[src/rtl/output_driver_bank_if.sv]
// output_driver_bank_if: register-bus signals that configure the output driver bank.
// The master drives staged-register writes; the slave is the driver bank.
interface output_driver_bank_if;
    logic        csrWrite;
    logic [4:0]  csrChannel;
    logic [2:0]  csrOp;
    logic [31:0] csrData;

    modport master (output csrWrite, csrChannel, csrOp, csrData);
    modport slave  (input  csrWrite, csrChannel, csrOp, csrData);
endinterface

[src/rtl/output_driver_bank.sv]
// output_driver_bank: NCHAN independent pulse generators producing SERDES_WIDTH-bit words
// per evrClk cycle, with staged configuration committed atomically while a channel is idle.
// Burst mode (PERIOD/COUNT registers and the GAP state) is built only when
// OUTPUT_DRIVER_BANK_BURST_EN is defined.
module output_driver_bank #(
    parameter int unsigned NCHAN              = 4,
    parameter int unsigned SERDES_WIDTH       = 4,
    parameter int unsigned COARSE_DELAY_WIDTH = 22,
    parameter int unsigned COARSE_WIDTH_WIDTH = 20,
    parameter int unsigned PERIOD_WIDTH       = 24,
    parameter int unsigned COUNT_WIDTH        = 16
) (
    input  logic                          evrClk,
    input  logic                          evrReset_n,
    output_driver_bank_if.slave           csr,
    input  logic [NCHAN-1:0]              triggerStrobe,
    output logic [NCHAN*SERDES_WIDTH-1:0] serdesPattern,
    output logic [NCHAN-1:0]              busy,
    output logic [NCHAN-1:0]              triggerOverrun
);
    localparam int unsigned SW   = SERDES_WIDTH;
    localparam int unsigned DW   = COARSE_DELAY_WIDTH;
    localparam int unsigned WW   = COARSE_WIDTH_WIDTH;
    localparam int unsigned CntA = (DW > WW) ? DW : WW;
    localparam logic [1:0] ModePulse = 2'd1;
`ifdef OUTPUT_DRIVER_BANK_BURST_EN
    // Wide enough for both P and W+2 so the effective period never wraps.
    localparam int unsigned GapW = (PERIOD_WIDTH > WW + 1) ? PERIOD_WIDTH : WW + 1;
    localparam int unsigned CntW = (CntA > GapW) ? CntA : GapW;
    localparam logic [1:0] ModeBurst = 2'd2;
    typedef enum logic [1:0] {StIdle, StDelay, StPulse, StGap} stateT;
`else
    localparam int unsigned CntW = CntA;
    typedef enum logic [1:0] {StIdle, StDelay, StPulse} stateT;
`endif

    // Upper data bits beyond the packed fields carry nothing.
    logic unusedCsrData;
    assign unusedCsrData = ^csr.csrData;

    for (genvar c = 0; c < NCHAN; c++) begin : gChan
        logic          wrSel;
        logic          commitPendingQ;
        logic          commitNow;
        logic          trigAccept;
        logic [1:0]    stModeQ, actModeQ, effMode;
        logic [DW-1:0] stDelayQ, actDelayQ, effDelay;
        logic [WW-1:0] stWidthQ, actWidthQ;
        logic [SW-1:0] stFirstQ, actFirstQ, stLastQ, actLastQ;
        stateT         stateQ;
        logic [CntW-1:0] cntQ;
        logic [SW-1:0] patternQ;
        logic          busyQ;
        logic          overrunQ;
`ifdef OUTPUT_DRIVER_BANK_BURST_EN
        logic [PERIOD_WIDTH-1:0] stPeriodQ, actPeriodQ;
        logic [COUNT_WIDTH-1:0]  stCountQ, actCountQ, effCount, pulsesLeftQ;
        logic [GapW-1:0]         widthPlus2, periodExt, effPeriod;

        assign effCount   = commitNow ? stCountQ : actCountQ;
        assign widthPlus2 = GapW'(actWidthQ) + GapW'(2);
        assign periodExt  = GapW'(actPeriodQ);
        assign effPeriod  = (periodExt > widthPlus2) ? periodExt : widthPlus2;
        assign trigAccept = (effMode == ModePulse) || (effMode == ModeBurst);
`else
        assign trigAccept = (effMode == ModePulse);
`endif

        assign wrSel     = csr.csrWrite && (csr.csrChannel == 5'(c));
        assign commitNow = commitPendingQ && (stateQ == StIdle);
        // A commit landing with a trigger must feed the new parameters to that trigger.
        assign effMode   = commitNow ? stModeQ  : actModeQ;
        assign effDelay  = commitNow ? stDelayQ : actDelayQ;

        // Staged register writes; a MODE write arms the commit.
        always_ff @(posedge evrClk or negedge evrReset_n) begin
            if (!evrReset_n) begin
                stModeQ        <= '0;
                stDelayQ       <= '0;
                stWidthQ       <= '0;
                stFirstQ       <= '0;
                stLastQ        <= '0;
                commitPendingQ <= 1'b0;
`ifdef OUTPUT_DRIVER_BANK_BURST_EN
                stPeriodQ      <= '0;
                stCountQ       <= COUNT_WIDTH'(1);
`endif
            end else begin
                if (wrSel) begin
                    case (csr.csrOp)
                        3'd0: stModeQ <= csr.csrData[1:0];
                        3'd1: begin
                            stDelayQ <= csr.csrData[SW +: DW];
                            stFirstQ <= csr.csrData[SW-1:0];
                        end
                        3'd2: begin
                            stWidthQ <= csr.csrData[SW +: WW];
                            stLastQ  <= csr.csrData[SW-1:0];
                        end
`ifdef OUTPUT_DRIVER_BANK_BURST_EN
                        3'd3: stPeriodQ <= csr.csrData[PERIOD_WIDTH-1:0];
                        3'd4: stCountQ  <= csr.csrData[COUNT_WIDTH-1:0];
`endif
                        default: ;
                    endcase
                end
                if (wrSel && (csr.csrOp == 3'd0)) begin
                    commitPendingQ <= 1'b1;
                end else if (commitNow) begin
                    commitPendingQ <= 1'b0;
                end
            end
        end

        // Channel sequencer: active-set commit, pulse timing and registered outputs.
        always_ff @(posedge evrClk or negedge evrReset_n) begin
            if (!evrReset_n) begin
                stateQ     <= StIdle;
                cntQ       <= '0;
                patternQ   <= '0;
                busyQ      <= 1'b0;
                overrunQ   <= 1'b0;
                actModeQ   <= '0;
                actDelayQ  <= '0;
                actWidthQ  <= '0;
                actFirstQ  <= '0;
                actLastQ   <= '0;
`ifdef OUTPUT_DRIVER_BANK_BURST_EN
                actPeriodQ  <= '0;
                actCountQ   <= COUNT_WIDTH'(1);
                pulsesLeftQ <= '0;
`endif
            end else begin
                patternQ <= '0;
                overrunQ <= (stateQ != StIdle) && triggerStrobe[c];
                unique case (stateQ)
                    StIdle: begin
                        if (commitNow) begin
                            actModeQ  <= stModeQ;
                            actDelayQ <= stDelayQ;
                            actWidthQ <= stWidthQ;
                            actFirstQ <= stFirstQ;
                            actLastQ  <= stLastQ;
`ifdef OUTPUT_DRIVER_BANK_BURST_EN
                            actPeriodQ <= stPeriodQ;
                            actCountQ  <= stCountQ;
`endif
                        end
                        busyQ <= triggerStrobe[c] && trigAccept;
                        if (triggerStrobe[c] && trigAccept) begin
                            stateQ <= StDelay;
                            cntQ   <= CntW'(effDelay);
`ifdef OUTPUT_DRIVER_BANK_BURST_EN
                            // Extra pulses after the first; N=0 counts as one pulse.
                            pulsesLeftQ <= (effCount == '0) ? '0 : effCount - COUNT_WIDTH'(1);
`endif
                        end
                    end
                    StDelay: begin
                        if (cntQ == '0) begin
                            patternQ <= actFirstQ;
                            cntQ     <= CntW'(actWidthQ);
                            stateQ   <= StPulse;
                        end else begin
                            cntQ <= cntQ - CntW'(1);
                        end
                    end
                    StPulse: begin
                        if (cntQ == '0) begin
                            // busyQ stays high through this edge and drops in IDLE.
                            patternQ <= actLastQ;
                            stateQ   <= StIdle;
`ifdef OUTPUT_DRIVER_BANK_BURST_EN
                            if ((actModeQ == ModeBurst) && (pulsesLeftQ != '0)) begin
                                stateQ      <= StGap;
                                pulsesLeftQ <= pulsesLeftQ - COUNT_WIDTH'(1);
                                cntQ        <= CntW'(effPeriod - widthPlus2);
                            end
`endif
                        end else begin
                            patternQ <= '1;
                            cntQ     <= cntQ - CntW'(1);
                        end
                    end
`ifdef OUTPUT_DRIVER_BANK_BURST_EN
                    StGap: begin
                        if (cntQ == '0) begin
                            patternQ <= actFirstQ;
                            cntQ     <= CntW'(actWidthQ);
                            stateQ   <= StPulse;
                        end else begin
                            cntQ <= cntQ - CntW'(1);
                        end
                    end
`endif
                    default: stateQ <= StIdle;
                endcase
            end
        end

        assign serdesPattern[c*SW +: SW] = patternQ;
        assign busy[c]                   = busyQ;
        assign triggerOverrun[c]         = overrunQ;
    end
endmodule

[src/flat_wrapper.sv]
// flat-port wrapper written by rule: the top's interface ports become plain ports
module output_driver_bank_flat 
#(
    parameter int unsigned NCHAN              = 4,
    parameter int unsigned SERDES_WIDTH       = 4,
    parameter int unsigned COARSE_DELAY_WIDTH = 22,
    parameter int unsigned COARSE_WIDTH_WIDTH = 20,
    parameter int unsigned PERIOD_WIDTH       = 24,
    parameter int unsigned COUNT_WIDTH        = 16
)
  (evrClk, evrReset_n, triggerStrobe, serdesPattern, busy, triggerOverrun, csr_csrWrite, csr_csrChannel, csr_csrOp, csr_csrData);
  output_driver_bank_if csr_i ();
  input  logic evrClk;
  input  logic evrReset_n;
  input  logic [NCHAN-1:0] triggerStrobe;
  output logic [NCHAN*SERDES_WIDTH-1:0] serdesPattern;
  output logic [NCHAN-1:0] busy;
  output logic [NCHAN-1:0] triggerOverrun;
  input wire logic [$bits(csr_i.csrWrite)-1:0] csr_csrWrite;
  input wire logic [$bits(csr_i.csrChannel)-1:0] csr_csrChannel;
  input wire logic [$bits(csr_i.csrOp)-1:0] csr_csrOp;
  input wire logic [$bits(csr_i.csrData)-1:0] csr_csrData;
  assign csr_i.csrWrite = csr_csrWrite;
  assign csr_i.csrChannel = csr_csrChannel;
  assign csr_i.csrOp = csr_csrOp;
  assign csr_i.csrData = csr_csrData;
  output_driver_bank #(.NCHAN(NCHAN), .SERDES_WIDTH(SERDES_WIDTH), .COARSE_DELAY_WIDTH(COARSE_DELAY_WIDTH), .COARSE_WIDTH_WIDTH(COARSE_WIDTH_WIDTH), .PERIOD_WIDTH(PERIOD_WIDTH), .COUNT_WIDTH(COUNT_WIDTH)) u_core (.evrClk(evrClk), .evrReset_n(evrReset_n), .csr(csr_i), .triggerStrobe(triggerStrobe), .serdesPattern(serdesPattern), .busy(busy), .triggerOverrun(triggerOverrun));
endmodule
[config.mk]
export PLATFORM = sky130hd
export DESIGN_NAME = output_driver_bank_flat
export DESIGN_NICKNAME = d
export VERILOG_FILES = /design/src/rtl/output_driver_bank_if.sv /design/src/rtl/output_driver_bank.sv /design/src/flat_wrapper.sv
export SDC_FILE = /design/constraint.sdc
export NUM_CORES = 1
export LEC_CHECK = 0
export CORE_MARGIN = 2
export CORE_UTILIZATION = 66
export DETAILED_ROUTE_END_ITERATION = 10
export GPL_TIMING_DRIVEN = 0
export PLACE_DENSITY = 0.88
export SLEW_MARGIN = 20
export SYNTH_ARGS = -nofsm -noshare
export SYNTH_HDL_FRONTEND = slang
export SYNTH_SLANG_ARGS = --single-unit
[constraint.sdc]
create_clock -name evrClk -period 6.4 [get_ports evrClk]
set_input_delay 0.96 -clock evrClk [delete_from_list [all_inputs] [get_ports evrClk]]
set_output_delay 0.96 -clock evrClk [all_outputs]
set_load 0.01 [all_outputs]
==> run metrics, run 1 <==
status=completed; crit path DAT=4.50 ns; cts repair resizes=0; placed cells=2,522; max-slew violation count=0; Inserted Clock Buffers=52; Cell Pwr Density=276 nW/um^2; CP endpoint kind=register; footprint of the multi-input gates=9860 um^2; ys async rst share=1.00; sequential-to-total area share from yosys stat=0.562; CP most frequent cell=nor2_1; WS Path Type=reg2reg; largest net degree at the start of global routing=103; Net count, final=2,182; final wirelength=66.1 mm; number of antenna-violating nets in the routed design=0; Rows=69; Setup-failing EPs final=0; layout cell share with drive strength beyond 1=0.256; Post-CTS Setup Repair Bufs=0; Die X=195 um; core area=35,700 um^2; Max-slew headroom=0.198; GRT overflow=0; vias per cell=6.81; number of port buffers=64; Final Wtd Congestion=0.965; starting density of the core=0.672; Fmax=246 MHz; post-DP HPWL=42.8 mm; Sequential Area=13,500 um^2; initial drt markers=1,871; cell area after synthesis=24,000 um^2; fin crit period=4.06 ns; Clock Skew=0.0130 ns; Max IR drop VDD=0.219 mV; Startpoint Class=register; Post-synth EDFFs=0; global-route wire length before repair=103 mm; Clk pin slew, worst setup/hold paths=0.06 ns; # hold bufs at CTS=0; crit-path max cell delay=0.78 ns; Yosys cell types=73; initial antenna violation count=6; Clock Tree Buf Depth=3; Req. time, crit path=6.84 ns; drt first pass iters=6; I/O pin cnt=71; die area=38,000 um^2; RSZ-0062 raised after global routing=no; Cell Count, Final, Fillers Out=2,624; cell count after synthesis=1,992; Leak=13.0 nW; clock sinks=540; Setup TNS=0 ns; vias in the first global route=18.3k; Fillers=2,229; final hold violations=0; CTS tree=yes; Net Count, Synth=2,059; most frequent cells in the layout=dfrtp_1, mux2_2, o21ai_0; Die Span Y=195 um; Global Route Usage Sum=0.353; hold crit path type=in2async; Slowest-stage cell, CP=nor3b_1; area growth from synthesis to layout=13.3%; Critical Path, Cell by Cell=inv_1 -> ha_1 -> nor3b_1 -> nand4_1 -> nor2_1 -> a211oi_2 -> clkbuf_1 -> nor2_1 -> a31oi_1; drt wl/cell=25.2 um; synthesized area per cell=12.1 um^2; Seq cells post-synth=540; Least-Margin Pin Slew=1.20 ns; crit share post-route=0.634; DRC=0; Syn. warnings=0; MaxCap Viol Count=0; Post-synth top flop=dfrtp_1; Critical Path Fanout Max=10; clk root buf=clkbuf_16; most common cell after layout, fill and taps aside=dfrtp_1; vias post-DR=17.9k; clk_lat worst skew=0.60 ns; H-tree levels=2
[critical path: cells and delay by family, from the launching register on]
| family | cells | cell delay, ns |
|---|---|---|
| compound gates | 2 | 0.41 |
| flops | 1 | 0.43 |
| simple gates | 4 | 2.36 |
| fa+ha+maj | 1 | 0.19 |
| buf+inv | 2 | 0.50 |
[Yosys cell counts, drive strengths merged (16+ instances only)]
library cell | number | area share
dfrtp | 540 | 0.56
mux2 | 422 | 0.20
o21ai | 153 | 0.032
nand2 | 136 | 0.021
clkbuf | 96 | 0.015
nor2 | 81 | 0.013
a21oi | 77 | 0.016
inv | 44 | 0.0069
nor3 | 44 | 0.0094
a31oi | 27 | 0.0070
nor4 | 27 | 0.0073
nand3 | 25 | 0.0052
buf | 24 | 0.0060
a221oi | 21 | 0.0077
ha | 20 | 0.010
or3 | 20 | 0.0052
xnor2 | 18 | 0.0066
or4 | 16 | 0.0053
[stage by stage]
stage | area [um^2] | setup WS (ns) | total power, mW | util | hold WS [ns]
floorplan | 24000 | 3.47 | 4.05 | - | 0.465
CTS | 27200 | 2.54 | 7.51 | 0.761 | 0.422
global placement | 25300 | -18.33 | 4.31 | 0.707 | 0.477
detailed placement | 25400 | 2.21 | 4.34 | 0.711 | 0.480
global route | 27200 | 2.25 | 7.74 | 0.761 | 0.473
finish | 27200 | 2.34 | 7.52 | 0.762 | 0.411
[routing by layer]
layer | up-vias | GRT usage | wire length (um)
li1 | 7505 | - | -
met1 | 9097 | 0.471 | 26100
met2 | 992 | 0.555 | 30500
met3 | 269 | 0.0661 | 5730
met4 | 0 | 0.192 | 3770
met5 | - | 0 | 0
[registers in the layout, summed over array words and instances (netlist names)]
signal / flops
u_core.gChan.actDelayQ: 88
u_core.gChan.commitPendingQ: 4
u_core.gChan.stateQ: 8
u_core.gChan.stLastQ: 16
u_core.gChan.actModeQ: 8
u_core.gChan.actFirstQ: 16
u_core.gChan.busyQ: 4
u_core.gChan.patternQ: 16
u_core.gChan.overrunQ: 4
u_core.gChan.stWidthQ: 80
u_core.gChan.stModeQ: 8
u_core.gChan.cntQ: 88
u_core.gChan.stDelayQ: 88
u_core.gChan.actLastQ: 16
u_core.gChan.stFirstQ: 16
u_core.gChan.actWidthQ: 80
[power breakdown]
part	internal, mW	switching [mW]	leakage (nW)
Combinational	0.245	0.450	4.73
Sequential	3.52	0.0889	7.42
Clock	1.87	1.34	0.883
[layout make-up]
cell class,count,area share
diodes,6,0.000552
inverters,46,0.00634
clock buffers,77,0.0579
flip-flops and latches,540,0.496
plain buffers,120,0.0186
repair buffers,69,0.0288
clock inverters,19,0.00786
multi-input cells,1286,0.362
well taps,461,0.0212
[path summary, 6_finish.rpt]
check | slack (ns) | from | endpoint | cells after the start
min in group evrClk | 0.50 | u_core.gChan[1].actDelayQ[12] | u_core.gChan[1].actDelayQ[12] | 1
max in group asynchronous | 4.24 | evrReset_n | u_core.gChan[0].cntQ[17] | 4
worst max register to register | 2.34 | u_core.gChan[2].cntQ[0] | u_core.gChan[2].cntQ[6] | 9
worst max-delay path | 2.34 | u_core.gChan[2].cntQ[0] | u_core.gChan[2].cntQ[6] | 9
worst min-delay path | 0.41 | evrReset_n | u_core.gChan[2].actDelayQ[17] | 1
worst min register to register | 0.50 | u_core.gChan[1].actDelayQ[12] | u_core.gChan[1].actDelayQ[12] | 1
[cells by family (layout without fill, tap and decap cells)]
kind of cell,after synthesis,count (layout),share of synthesized area
buffers and inverters,166,331,0.0282
adder cells (fa/ha/maj),20,20,0.0104
AND/OR/NAND/NOR,412,412,0.0853
AO/OA/AOI/OAI,398,398,0.104
other,0,6,0
XOR/XNOR,31,31,0.0113
multiplexers,425,425,0.199
flip-flops,540,540,0.562
Power figures use the tool's default switching activity.
==> run 2: changes to the inputs <==
--- a/config.mk
+++ b/config.mk
@@ -6,10 +6,10 @@
 export NUM_CORES = 1
 export LEC_CHECK = 0
 export CORE_MARGIN = 2
-export CORE_UTILIZATION = 66
+export CORE_UTILIZATION = 62
 export DETAILED_ROUTE_END_ITERATION = 10
 export GPL_TIMING_DRIVEN = 0
-export PLACE_DENSITY = 0.88
+export PLACE_DENSITY = 0.83
 export SLEW_MARGIN = 20
 export SYNTH_ARGS = -nofsm -noshare
 export SYNTH_HDL_FRONTEND = slang
==> constraint.sdc (replaced) <==
create_clock -name evrClk -period 4.1 [get_ports evrClk]
set_input_delay 0.615 -clock evrClk [delete_from_list [all_inputs] [get_ports evrClk]]
set_output_delay 0.615 -clock evrClk [all_outputs]
set_load 0.01 [all_outputs]
==> run 2 against run 1 <==
  * Critical endpoint is now u_core.gChan[2].cntQ[7]
  * First-iteration DRC count fell by 15%
  * Critical path type unchanged
  * Routed wire length fell by 3.1%
  * Sequential power rose by 56%
  * Setup slack got worse by 2.0 ns
==> run metrics, run 2 (synthesis results as in run 1) <==
placed cells=2,580; vias post-DR=17.2k; Cell Count, Final, Fillers Out=2,680; status=completed; Clock Skew=0.0166 ns; vias per cell=6.42; Critical Path Fanout Max=10; number of antenna-violating nets in the routed design=0; top flop regs=u_core.gChan.actDelayQ (88), u_core.gChan.cntQ (88), u_core.gChan.stDelayQ (88); vias in the first global route=17.9k; Hold EP=u_core.gChan[0].actDelayQ[9]; Die Span Y=201 um; Crit Reg-Reg Endpoint=u_core.gChan[2].cntQ[7]; post-DP HPWL=42.7 mm; global-route wire length before repair=102 mm; worst r2r src=u_core.gChan[2].cntQ[0]; Die X=201 um; starting density of the core=0.625; die area=40,400 um^2; Max-slew headroom=0.201; Setup TNS=0 ns; R2R setup slack=0.33 ns; most frequent cells in the layout=dfrtp_1, mux2_2, o21ai_0; final design utilization=0.712; Post-CTS Setup Repair Bufs=0; setup ws final=0.326 ns; clock sinks=540; drt first pass iters=5; most common cell after layout, fill and taps aside=dfrtp_1; H-tree levels=2; reg2reg path depth=9; DP Worst Slack=0.319 ns; cts repair resizes=0; number of port buffers=64; Rows=72; Setup-failing EPs final=0; I/O pin cnt=71; max-slew violation count=0; initial drt markers=1,597; Inserted Clock Buffers=53; WS Path Type=reg2reg; area post-placement=25,500 um^2; crit-path max cell delay=0.71 ns; hold crit path type=reg2reg; Clock Tree Buf Depth=3; Startpoint Class=register; Clk pin slew, worst setup/hold paths=0.07 ns; Global Route Usage Sum=0.326; clk_lat worst skew=0.60 ns; DRC=0; GRT overflow=0; Req. time, crit path=4.56 ns; Max IR drop VDD=0.306 mV; largest net degree at the start of global routing=98; Fmax=265 MHz; Leak=13.1 nW; hold depth=1; fin crit period=3.77 ns; Hold WS=0.493 ns; drt wl/cell=23.9 um; final wirelength=64.0 mm; Hold Startpoint=u_core.gChan[0].actDelayQ[9]; Fillers=2,742; area growth from synthesis to layout=13.9%; Pwr Total=11.9 mW; Net count, final=2,185; initial antenna violation count=3; Final Wtd Congestion=0.957; CTS tree=yes; core area=38,500 um^2; Least-Margin Pin Slew=1.20 ns; Cell Pwr Density=434 nW/um^2; # hold bufs at CTS=1; Slowest-stage cell, CP=nor3b_1; CP endpoint kind=register; Critical Path, Cell by Cell=inv_1 -> ha_1 -> nor3b_1 -> nand4_1 -> nor2_1 -> a211oi_2 -> clkbuf_1 -> o21ai_0 -> o22ai_1; design area=27,400 um^2; crit share post-route=0.921; MaxCap Viol Count=0; crit path DAT=4.24 ns; layout cell share with drive strength beyond 1=0.256; ant diodes=0; clk root buf=clkbuf_16; final hold violations=0; RSZ-0062 raised after global routing=no
run 2: metal layers:
metal  up-vias  share of wire  wire [um]  track usage
met4         0          0.043       2740        0.148
met5         -              0          0            0
met2       748           0.46      29600        0.511
met3       170          0.072       4630       0.0571
met1      8741           0.42      27000        0.449
li1       7551              -          -            -
run 2: worst max path at each step:
stage | start | end | slack (ns) | cells past startpoint
global placement | evrReset_n | u_core.gChan[1].actDelayQ[8] | -20.57 | 1
global route | u_core.gChan[2].cntQ[0] | u_core.gChan[2].cntQ[7] | 0.03 | 9
finish | u_core.gChan[2].cntQ[0] | u_core.gChan[2].cntQ[7] | 0.33 | 9
detailed placement | csr_csrOp[0] | u_core.gChan[0].stDelayQ[15] | 0.32 | 6
floorplan | u_core.gChan[0].cntQ[0] | u_core.gChan[0].cntQ[19] | 1.30 | 10
CTS | u_core.gChan[2].cntQ[0] | u_core.gChan[2].cntQ[7] | 0.31 | 9
run 2: power breakdown:
part	internal [mW]	switching, mW	total [mW]
clock	3.05	2.11	5.16
sequential	5.50	0.134	5.63
combinational	0.386	0.699	1.09
run 2: area by class of cell:
cell class / instances / area [um^2] / share of cell area
Inverter: 46 / 173 / 0.00631
Tap cell: 518 / 648 / 0.0237
Buffer: 120 / 505 / 0.0185
Clock inverter: 23 / 289 / 0.0106
Timing Repair Buffer: 71 / 821 / 0.0300
Clock buffer: 76 / 1580 / 0.0575
Multi-Input combinational cell: 1286 / 9850 / 0.360
Sequential cell: 540 / 13500 / 0.494
run 2: critical path, delay by kind of cell (launching register included):
| family | cells | cell delay, ns |
|---|---|---|
| buffers and inverters | 2 | 0.43 |
| AND/OR/NAND/NOR | 3 | 1.96 |
| flip-flops | 1 | 0.42 |
| AO/OA/AOI/OAI | 3 | 0.62 |
| adder cells (fa/ha/maj) | 1 | 0.19 |
